==> src/rtl/decoder_scan_pkg.sv <==
// Shared types and code arithmetic for the
// 3-to-8 decoder select-code sequencer.
package decoder_scan_pkg;

  typedef enum logic {
    IDLE = 1'b0,
    RUN  = 1'b1
  } state_t;

  localparam logic DIR_UP   = 1'b0;
  localparam logic DIR_DOWN = 1'b1;

  localparam int CODE_W = 3;
  localparam logic [CODE_W-1:0] CODE_MAX = 3'd7;

  function automatic logic [CODE_W-1:0] code_next(
    input logic [CODE_W-1:0] c,
    input logic              d
  );
    return (d == DIR_DOWN) ? c - CODE_W'(1)
                           : c + CODE_W'(1);
  endfunction

  function automatic logic code_wraps(
    input logic [CODE_W-1:0] c,
    input logic              d
  );
    return (d == DIR_DOWN) ? (c == '0)
                           : (c == CODE_MAX);
  endfunction

endpackage

==> src/rtl/decoder_scan_seq_dwell_timer.sv <==
// Dwell counter: load, count down to zero,
// then hold there with the zero flag raised.
module dwell_timer #(
  parameter int DWELL_W = 8
) (
  input  logic               clk,
  input  logic               rst_n,
  input  logic               load,
  input  logic               en,
  input  logic [DWELL_W-1:0] dwell,
  output logic               zero
);

  logic [DWELL_W-1:0] cnt;

  always_ff @(posedge clk) begin
    if (!rst_n) begin
      cnt <= '0;
    end else if (load) begin
      cnt <= dwell;
    end else if (en && cnt != '0) begin
      cnt <= cnt - DWELL_W'(1);
    end
  end

  assign zero = (cnt == '0);

endmodule

==> src/rtl/decoder_scan_seq.sv <==
// Select-code sequencer driving decoder A/B/C:
// free-run, single-sweep and manual step modes.
module decoder_scan_seq
  import decoder_scan_pkg::*;
#(
  parameter int DWELL_W = 8
) (
  input  logic               clk,
  input  logic               rst_n,
  input  logic               start,
  input  logic               stop,
  input  logic               step,
  input  logic               dir,
  input  logic               sweep,
  input  logic [DWELL_W-1:0] dwell,
  output logic               A,
  output logic               B,
  output logic               C,
  output logic               busy,
  output logic               wrap,
  output logic               done
);

  state_t            state;
  logic [CODE_W-1:0] code;
  logic [CODE_W-1:0] nxt;
  logic              wraps;
  logic              go;
  logic              adv;
  logic              fin;
  logic              tmr_load;
  logic              tmr_en;
  logic              zero;
  logic [DWELL_W-1:0] tmr_val;

  always_comb begin
    nxt   = code_next(code, dir);
    wraps = code_wraps(code, dir);
    go    = (state == IDLE) && start && !stop;
    adv   = (state == RUN) && !stop && zero;
    fin   = adv && sweep && wraps;
    // stop and sweep-end both leave the counter cleared
    tmr_load = go || (state == RUN && (stop || zero));
    tmr_val  = (go || (adv && !fin)) ? dwell : '0;
    tmr_en   = (state == RUN);
  end

  dwell_timer #(
    .DWELL_W (DWELL_W)
  ) u_timer (
    .clk   (clk),
    .rst_n (rst_n),
    .load  (tmr_load),
    .en    (tmr_en),
    .dwell (tmr_val),
    .zero  (zero)
  );

  always_ff @(posedge clk) begin
    if (!rst_n) begin
      state <= IDLE;
      code  <= '0;
      busy  <= 1'b0;
      wrap  <= 1'b0;
      done  <= 1'b0;
    end else begin
      wrap <= 1'b0;
      done <= 1'b0;
      unique case (state)
        IDLE: begin
          if (start) begin
            if (!stop) begin
              state <= RUN;
              busy  <= 1'b1;
            end
          end else if (step) begin
            code <= nxt;
            wrap <= wraps;
          end
        end
        RUN: begin
          if (stop) begin
            state <= IDLE;
            busy  <= 1'b0;
          end else if (zero) begin
            if (sweep && wraps) begin
              state <= IDLE;
              busy  <= 1'b0;
              done  <= 1'b1;
            end else begin
              code <= nxt;
              wrap <= wraps;
            end
          end
        end
        default: state <= IDLE;
      endcase
    end
  end

  assign {A, B, C} = code;

endmodule

==> config.mk <==
export PLATFORM = sky130hd
export DESIGN_NAME = decoder_scan_seq
export DESIGN_NICKNAME = d
export VERILOG_FILES = /design/src/rtl/decoder_scan_pkg.sv /design/src/rtl/decoder_scan_seq_dwell_timer.sv /design/src/rtl/decoder_scan_seq.sv
export SDC_FILE = /design/constraint.sdc
export NUM_CORES = 1
export LEC_CHECK = 0
export ABC_CLOCK_PERIOD_IN_PS = 2190
export BUFFER_PORTS_ARGS = -buffer_cell sky130_fd_sc_hd__buf_2
export CAP_MARGIN = 10
export CORE_ASPECT_RATIO = 1.2
export CORE_MARGIN = 2
export CORE_UTILIZATION = 25
export CTS_BUF_LIST = sky130_fd_sc_hd__clkbuf_4 sky130_fd_sc_hd__clkbuf_8
export DETAILED_ROUTE_END_ITERATION = 8
export PLACE_DENSITY = 0.39
export SLEW_MARGIN = 20
export SYNTH_ARGS = -nofsm -noshare
export SYNTH_HDL_FRONTEND = slang
export SYNTH_SLANG_ARGS = --single-unit
==> constraint.sdc <==
create_clock -name clk -period 2.19 [get_ports clk]
set_clock_uncertainty 0.2 [all_clocks]
set_input_delay 0.3285 -clock clk [delete_from_list [all_inputs] [get_ports clk]]
set_output_delay 0.3285 -clock clk [all_outputs]
set_load 0.05 [all_outputs]
==> results.md, run 1 <==
- Layout cells sized above 1: between 20% and 30%
- Clock sinks: 15
- Startpoint types: flop
- Worst vdd ir: 0.231 mV
- DR pass1 iterations: 4
- Post-synth EDFFs: 0
- Post-synthesis mux area share: 2.94%
- Required @ worst endpoint: 2.11 ns
- Cell Area, Placed: 1250 sq um
- Worst hold path class: in -> reg
- CTS tree: yes
- Worst-path clk slew: ~0.07 ns
- RSZ-0062 raised after global routing: no
- Number of diodes: 0
- Die Wd: 63.5 um
- Vias in the first global route: 1029
- First-pass GRT wire length: 5.09 mm
- Crit-path max FO: 9
- Layout fillers: around 450
- Simple-gate share of the synthesized area: 24.0%
- Most common cell in the netlist: dfxtp_1
- Setup TNS: 0 ns
- Largest family of logic cells by synthesized area: compound AO/OA/AOI/OAI gates
- Commonest cells in the netlist: dfxtp_1 (15), o21ai_0 (12), nand2_1 (9)
- Synth Area per Inst: 8.64 sq um
- Endpoint class of the critical path: flop
- H-tree levels: 1
- Status: finished, final reports clean
- Final number of setup-violating endpoints: 0
- Clock latency on the worst-skew pair: 0.25 ns
- Routed Antenna Nets: 0
- CTS Root Cell: clkbuf_8
- F_max: 503 MHz
- Period utilization: 90.7%
- MaxCap Viol Count: 0
- Cell variety after synth: slightly below 50
- LEAKAGE: 0.000533 uW
- Min cycle time layout: 1.99 ns
- Crit path DAT: between 1.5 and 2 ns
- Synth-to-Final Area Change: 23.2%
- Final Cell Area: 1310 sq um
- Synthesized flop and latch total: 15
- Cts hold-fix bufs: 0
- Critical path type: reg -> reg
- Clock Tree Buf Depth: 2
- CP cell instances: or4b_4, a21o_1, a32oi_1, o221ai_1
- Worst path max stage delay: roughly 0.57 ns
- GRT overflow: 0
- Core Util, Final: 32.7%
- Synth top area share: approximately 28%
- Multi-input logic area: ~710 sq um
- Compound-Gate Fraction of Synth Area: 31.8%
- Initial antenna violation count: 0
- Sequential element share of the synthesized area: 28.3%
- Detail Placement HPWL: between 2 and 2.5 mm
- Num CTS Buffers: 3
- Core footprint: between 4000 and 5000 sq um
- Largest net degree at the start of global routing: 17
- Die area: 4790 sq um
- Setup bufs post-CTS: 0
- GRT Total Usage: 13.8%
- Input/output buffers: 20
- Top_reg_cell synth: dfxtp_1
- Final Hold Vio Count: 0
- Netlist Area Pre-Place: ~1100 sq um
- Via count: 1055
- IO Count: 21
- Detailed Route Iter0 Violations: 39
- Worst slew pin tran: 0.455 ns
- Synth area leaders: dfxtp_1 (28%), o21ai_0 (5.7%), a211oi_1 (3.5%)
- Power per Cell Area: ~650 nW/um^2
- Routability cong.: slightly below 0.8
- Slowest CP cell: or4b_4
- # DRC: 0
- Post-Synthesis Net Count: around 140
- Final #Nets: around 170
- Via density: 5.17
- Wirelength, routed: 3.05 mm
- Max-slew violation count: 0
- Vert. Die Dim: 75.4 um
- Synth area leader: dfxtp_1
- Yosys warnings: 0
- Starting Density: a little over a quarter
- Adder-cell share of the synthesized area: 4.24%
- Relative slew slack: 69.6%
- WL/cell: 15.0 um
- Cells after Synth: 123
- Row cnt: 25
- FFs w/ async S/R, synth: 0%
- Synth Area in XOR/XNOR: approximately 3.3%
- Flip-flop and latch area: 300 sq um
## through the flow
step / setup WS (ns) / hold WS, ns / power [uW] / std cells
3_3_place_gp: 0.175 / 0.319 / 603 / 200
6_report: 0.204 / 0.136 / 848 / 204
4_1_cts: 0.153 / 0.135 / 854 / 204
3_5_place_dp: 0.166 / 0.310 / 603 / 200
2_1_floorplan: 0.0477 / 0.276 / 520 / 123
5_1_grt: 0.0293 / 0.178 / 902 / 204
## per-layer routing
metal | vias up | track usage (%) | wire length (um)
li1 | 519 | - | -
met1 | 502 | 17.4 | 1400
met3 | 4 | 2.36 | 122
met5 | - | 0 | 0
met2 | 30 | 24.3 | 1510
met4 | 0 | 4.35 | 27
## final timing paths
check                  startpoint                          end  depth (start not counted)  slack (ns)
max          code[2]$_SDFFE_PN0P_  u_timer.cnt[5]$_SDFFE_PN0P_                          4        0.20
min                      dwell[2]  u_timer.cnt[2]$_SDFFE_PN0P_                          3        0.14
max reg2reg  code[2]$_SDFFE_PN0P_  u_timer.cnt[5]$_SDFFE_PN0P_                          4        0.20
min reg2reg  code[1]$_SDFFE_PN0P_         code[1]$_SDFFE_PN0P_                          2        0.33
## kinds of logic after synthesis
group | count (synthesis)
buffers and inverters | 12
adder cells (fa/ha/maj) | 3
flip-flops | 15
AND/OR/NAND/NOR | 41
AO/OA/AOI/OAI | 45
multiplexers | 3
XOR/XNOR | 4
## report_power, final
part / switching (uW) / internal, uW / leakage [uW] / total, uW
sequential: 33.3 / 296 / 0.000123 / 329
combinational: 155 / 116 / 0.000383 / 271
clock: 106 / 141 / 0.0000262 / 247
## repair_timing
item,CTS,global route
gates resized for setup,0,1
setup endpoints to repair,0,2
hold endpoints to repair,0,0
## cell type report
| class | instances | area share [%] |
|---|---|---|
| timing repair buffer | 27 | 11.7 |
| clock buffer | 4 | 3.73 |
| sequential | 15 | 22.9 |
| tap | 54 | 5.16 |
| inverter | 8 | 2.29 |
| multi-input combinational | 96 | 54.2 |
## sequential cells by signal, summed over array words and instances (netlist names)
name / flops
code: 3
busy: 1
wrap: 1
done: 1
state: 1
u_timer.cnt: 8
## cells in the final DEF, fill, tap and decap left out, drive strengths merged, types with 4 or more instances in the layout
cell type / n
o21ai: 12
clkbuf: 4
o21a: 4
nor2: 4
nor2b: 4
nand2: 9
inv: 7
a21oi: 5
buf: 27
a211oi: 5
nand2b: 4
dfxtp: 15
## worst max-delay path: cells and delay by family, from the launching register on
kind	cells	cell delay, ns
AND/OR/NAND/NOR	1	0.57
flip-flops	1	0.34
AO/OA/AOI/OAI	3	0.72
(Power assumes the default switching activity.)
==> inputs of run 2 (changes only) <==
BUFFER_PORTS_ARGS = not set   (was -buffer_cell sky130_fd_sc_hd__buf_2)
DONT_BUFFER_PORTS = 1   (was not set)
PLACE_DENSITY = 0.35   (was 0.39)
==> results.md, run 2 (synthesis results as in run 1) <==
- Slowest CP cell: dfxtp_1
- Number of diodes: 0 (unchanged)
- Core Util, Final: 31.1% (-1.6 points)
- Max FFs per register: 8 (unchanged)
- Final Hold Vio Count: 0 (unchanged)
- Input/output buffers: 0 (-100%)
- GRT met1 Usage: 14.9% (-2.5 points)
- Hold Startpoint: rst_n
- Status: finished, final reports clean
- Flip-flop and latch area: 300 sq um (unchanged)
- Multi-input logic area: 709 sq um (unchanged)
- Required @ worst endpoint: 2.15 ns (+0.04 ns)
- Hold Crit Endpoint: u_timer.cnt[4]$_SDFFE_PN0P_
- Routability cong.: 0.774 (-2.3%)
- RSZ-0062 raised after global routing: no
- GRT Total Usage: 14.0% (+0.18 points)
- Biggest register: u_timer.cnt
- H-tree levels: 1 (unchanged)
- Kind of cell adding the most delay to the critical path: simple AND/OR/NAND/NOR gates
- Vias in the first global route: 998 (-3.0%)
- Clock sinks: 15 (unchanged)
- Detailed Route Iter0 Violations: 23 (-41%)
- Clock Tree Buf Depth: 2 (unchanged)
- CTS tree: yes
- Largest regs: u_timer.cnt (8), code (3)
- GRT overflow: 0 (unchanged)
- Worst vdd ir: 0.325 mV (+41%)
- Crit path DAT: 1.91 ns (about the same)
- Worst slew pin tran: 0.519 ns (+0.0637 ns)
- Worst path max stage delay: 0.35 ns (-0.22 ns)
- Met3 Usage GRT: 3.25% (+0.89 points)
- RR Endpoint: code[2]$_SDFFE_PN0P_
- MaxCap Viol Count: 0 (unchanged)
- R2r setup slk: 0.24 ns (+0.04 ns)
- Critical path type: reg -> reg
- Max-slew violation count: 0 (unchanged)
- Final #Nets: 153 (-9.5%)
- Synth-to-Final Area Change: 17.1%
- RR Startpoint: u_timer.cnt[0]$_SDFFE_PN0P_
- Power per Cell Area: 667 nW/um^2 (+3.0%)
- Met2 GRT Util: 26.7% (+2.3 points)
- Endpoint class of the critical path: flop
- Hold_ws: 0.0125 ns (-0.124 ns)
- Die Wd: 63.5 um (unchanged)
- Clock latency on the worst-skew pair: 0.25 ns (about the same)
- # DRC: 0 (unchanged)
- Crit path buf inv count: 2 (+2)
- WL/cell: 16.9 um (+13%)
- Initial antenna violation count: 0 (unchanged)
- Relative slew slack: 65.4% (-4.3 points)
- Routed Antenna Nets: 0 (unchanged)
- Layout cells sized above 1: 16.4% (-10 points)
- Top Usage Layer GRT: met2
- Hold Path Depth: 2 (-1)
- Via count: 1021 (-3.2%)
- Final number of setup-violating endpoints: 0 (unchanged)
- Commonest non-fill, non-tap cells in the layout: dfxtp_1 (15), o21ai_0 (12), nand2_1 (9), buf_4 (9), inv_1 (7)
- Detail Placement HPWL: 2.39 mm (+2.6%)
- F_max: 513 MHz (+1.9%)
- R2r worst-path depth: 7 (+3)
- Largest net degree at the start of global routing: 16 (-1)
- IO Count: 21 (unchanged)
- Period utilization: 89.0% (-1.7 points)
- Min cycle time layout: 1.95 ns (-0.0371 ns)
- Setup TNS: 0 ns (unchanged)
- Worst-path clk slew: 0.07 ns (about the same)
- DR pass1 iterations: 4 (unchanged)
- Final Cell Area: 1240 sq um (-5.0%)
- Core footprint: 4000 sq um (unchanged)
- Die area: 4790 sq um (unchanged)
- Vert. Die Dim: 75.4 um (unchanged)
- Cell Area, Placed: 1170 sq um (-6.8%)
- Row cnt: 25 (unchanged)
- Most common cell after layout, fill and taps aside: dfxtp_1
- Startpoint types: flop
- Num CTS Buffers: 3 (unchanged)
- First-pass GRT wire length: 5.04 mm (-0.83%)
- Total power: 830 uW (-2.1%)
- Worst hold path class: in -> reg
- Layout fillers: 481 (+7.8%)
- CP cell instances: inv_1, ha_1, nor3b_2, and3_1, buf_4, a21oi_4, o31ai_1
- Via density: 5.43 (+5.0%)
- Starting Density: 26.5% (unchanged)
- CTS Root Cell: clkbuf_8
- LEAKAGE: 0.000465 uW (-13%)
- Wirelength, routed: 3.17 mm (+3.8%)
- Crit-path max FO: 6 (-3)
[run 2: cell count changes in the layout (fill, tap and decap cells not counted), sizes merged]
cell,previous run,this run
buf,27,9
dlygate4sd3,0,2
[run 2: worst max-delay path by stage]
| stage | start | endpoint | slack [ns] | cells after the start |
|---|---|---|---|---|
| after detailed placement | u_timer.cnt[0]$_SDFFE_PN0P_ | code[2]$_SDFFE_PN0P_ | 0.07 | 7 |
| final | u_timer.cnt[0]$_SDFFE_PN0P_ | code[2]$_SDFFE_PN0P_ | 0.24 | 7 |
| after global placement | u_timer.cnt[0]$_SDFFE_PN0P_ | code[2]$_SDFFE_PN0P_ | 0.09 | 7 |
| after floorplan | code[1]$_SDFFE_PN0P_ | code[2]$_SDFFE_PN0P_ | 0.05 | 5 |
| after CTS | u_timer.cnt[0]$_SDFFE_PN0P_ | code[2]$_SDFFE_PN0P_ | 0.05 | 7 |
| after global routing | u_timer.cnt[0]$_SDFFE_PN0P_ | code[2]$_SDFFE_PN0P_ | 0.08 | 7 |
[run 2: layer usage]
layer	wire, um	vias to the layer above	part of all wire, %
li1	-	493	-
met1	1280	499	40
met2	1660	22	52
met3	148	7	4.7
met4	83	0	2.6
met5	0	-	0
[run 2: power by group]
group / switching (uW) / internal, uW
sequential: 40.7 / 296
combinational: 133 / 105
clock: 114 / 142
[run 2: timing repair]
item / in CTS / in global routing
hold endpoints to repair: 2 / 1
setup endpoints to repair: 0 / 5
gates resized for setup: 0 / 1
buffers inserted: 0 / 0
hold buffers: 1 / 1
[run 2: layout make-up]
| cell class | count | area share, % |
|---|---|---|
| multi-input cells | 96 | 57.0 |
| well taps | 54 | 5.43 |
| inverters | 8 | 2.41 |
| clock buffers | 4 | 3.92 |
| flip-flops and latches | 15 | 24.1 |
| repair buffers | 11 | 7.04 |
[run 2: stage by stage]
step,setup slack (ns),std cells
global route,0.0833,188
CTS,0.0533,187
floorplan,0.0477,123
detailed placement,0.0654,182
finish,0.241,188
global placement,0.0924,182
==> inputs of run 3 (changes only) <==
PLACE_DENSITY = 0.49   (was 0.35)
==> results.md, run 3 (synthesis results as in run 1) <==
- Most common cell after layout, fill and taps aside: dfxtp_1
- Startpoint types: flop
- Max-slew violation count: 0 (unchanged)
- RSZ-0062 raised after global routing: no
- MaxCap Viol Count: 0 (unchanged)
- F_max: 499 MHz (-2.8%)
- LEAKAGE: 0.000458 uW (-1.6%)
- Detail Placement HPWL: 2.19 mm (-8.4%)
- GRT overflow: 0 (unchanged)
- Hold_ws: 0.0107 ns (-0.00177 ns)
- First-pass GRT wire length: 4.75 mm (-5.7%)
- Final number of setup-violating endpoints: 0 (unchanged)
- Power per Cell Area: 660 nW/um^2 (-1.1%)
- Crit-path max FO: 5 (-1)
- Num CTS Buffers: 3 (unchanged)
- Vias in the first global route: 1006 (+0.80%)
- Setup TNS: 0 ns (unchanged)
- Biggest register: u_timer.cnt
- Number of diodes: 0 (unchanged)
- Worst path max stage delay: 0.41 ns (+0.06 ns)
- Routability cong.: 0.737 (-4.9%)
- Endpoint class of the critical path: flop
- Worst hold path class: in -> reg
- Final Hold Vio Count: 0 (unchanged)
- Die area: 4790 sq um (unchanged)
- Wirelength, routed: 2.81 mm (-11%)
- Worst-path clk slew: 0.06 ns (about the same)
- H-tree levels: 1 (unchanged)
- Min cycle time layout: 2.01 ns (+0.0558 ns)
- Clock Tree Buf Depth: 2 (unchanged)
- IO Count: 21 (unchanged)
- CP cell instances: inv_1, ha_1, nor3b_1, buf_4, a21boi_0, buf_4, a311oi_2, a211oi_1
- Largest net degree at the start of global routing: 17 (+1)
- Required @ worst endpoint: 2.15 ns (about the same)
- Final Cell Area: 1230 sq um (-1.2%)
- Status: finished, final reports clean
- Relative slew slack: 64.3% (-1.1 points)
- WL/cell: 15.0 um (-11%)
- # DRC: 0 (unchanged)
- Critical path type: reg -> reg
- Multi-input logic area: 704 sq um (-0.71%)
- Vert. Die Dim: 75.4 um (unchanged)
- Via density: 5.26 (-3.2%)
- Slowest CP cell: dfxtp_1
- Initial antenna violation count: 0 (unchanged)
- Largest regs: u_timer.cnt (8), code (3)
- Die Wd: 63.5 um (unchanged)
- DR pass1 iterations: 4 (unchanged)
- Flip-flop and latch area: 300 sq um (unchanged)
- Layout cells sized above 1: 15.8% (-0.63 points)
- Cell Area, Placed: 1170 sq um (unchanged)
- CTS Root Cell: clkbuf_8
- Worst vdd ir: 0.263 mV (-19%)
- Commonest non-fill, non-tap cells in the layout: dfxtp_1 (15), o21ai_0 (12), nand2_1 (9), buf_4 (9), inv_1 (7)
- Row cnt: 25 (unchanged)
- Setup bufs post-CTS: 0 (unchanged)
- Layout fillers: 460 (-4.4%)
- CTS tree: yes
- GRT Total Usage: 12.7% (-1.2 points)
- Via count: 983 (-3.7%)
- Input/output buffers: 0 (unchanged)
- Synth-to-Final Area Change: 15.7%
- Routed Antenna Nets: 0 (unchanged)
- Max FFs per register: 8 (unchanged)
- Detailed Route Iter0 Violations: 27 (+17%)
- Worst slew pin tran: 0.535 ns (+0.0161 ns)
- Period utilization: 91.6% (+2.5 points)
- Critical Path Most Common Cell: buf_4
- Clock latency on the worst-skew pair: 0.24 ns (about the same)
- Clock sinks: 15 (unchanged)
- Starting Density: 26.5% (unchanged)
- Final #Nets: 152 (-0.65%)
- Crit path DAT: 1.96 ns (+0.05 ns)
- Core footprint: 4000 sq um (unchanged)
[run 3: cell types whose count changed in the layout (fill, tap and decap cells not counted), sizes merged]
cell	before	now
dlygate4sd3	2	1
[run 3: area by class of cell]
type                       count  area share, %
multi-input combinational     96           57.3
sequential                    15           24.4
timing repair buffer          10           6.31
tap                           54           5.50
clock buffer                   4           3.97
inverter                       8           2.44
[run 3: where the power goes]
group	leakage, uW	internal, uW	switching [uW]
logic	0.000308	106	129
registers	0.000123	296	41.6
clock network	0.0000262	141	96.8
[run 3: worst max-delay path: cells and delay by family (launching register included)]
| family | cells | cell delay [ns] |
|---|---|---|
| compound gates | 3 | 0.53 |
| fa+ha+maj | 1 | 0.20 |
| buf+inv | 3 | 0.44 |
| flops | 1 | 0.41 |
| simple gates | 1 | 0.14 |
[run 3: metrics by stage]
stage | total power [uW] | util (%) | cells | setup WS (ns)
2_1_floorplan | 520 | - | 123 | 0.0477
3_3_place_gp | 576 | 29.2 | 182 | 0.266
3_5_place_dp | 577 | 29.2 | 182 | 0.218
4_1_cts | 827 | 30.4 | 186 | 0.201
5_1_grt | 871 | 30.7 | 187 | 0.0588
6_report | 811 | 30.7 | 187 | 0.185
[run 3: repair_timing]
action	CTS	global route
resized for setup	0	0
endpoints found under the setup margin	0	0
endpoints found under the hold margin	0	1
hold buffers	0	1
[run 3: worst paths after layout]
path / startpoint / endpoint / slack (ns) / cells after the start
min reg2reg: code[1]$_SDFFE_PN0P_ / code[1]$_SDFFE_PN0P_ / 0.32 / 2
min: rst_n / u_timer.cnt[0]$_SDFFE_PN0P_ / 0.01 / 1
max: u_timer.cnt[0]$_SDFFE_PN0P_ / u_timer.cnt[1]$_SDFFE_PN0P_ / 0.18 / 8
max reg2reg: u_timer.cnt[0]$_SDFFE_PN0P_ / u_timer.cnt[1]$_SDFFE_PN0P_ / 0.18 / 8
[run 3: per-layer routing]
layer	track usage [%]	wire length, um	up-vias
met5	0	0	-
met4	5.07	16	0
met3	2.66	115	2
met2	23.6	1480	19
met1	14.4	1200	478
li1	-	-	484
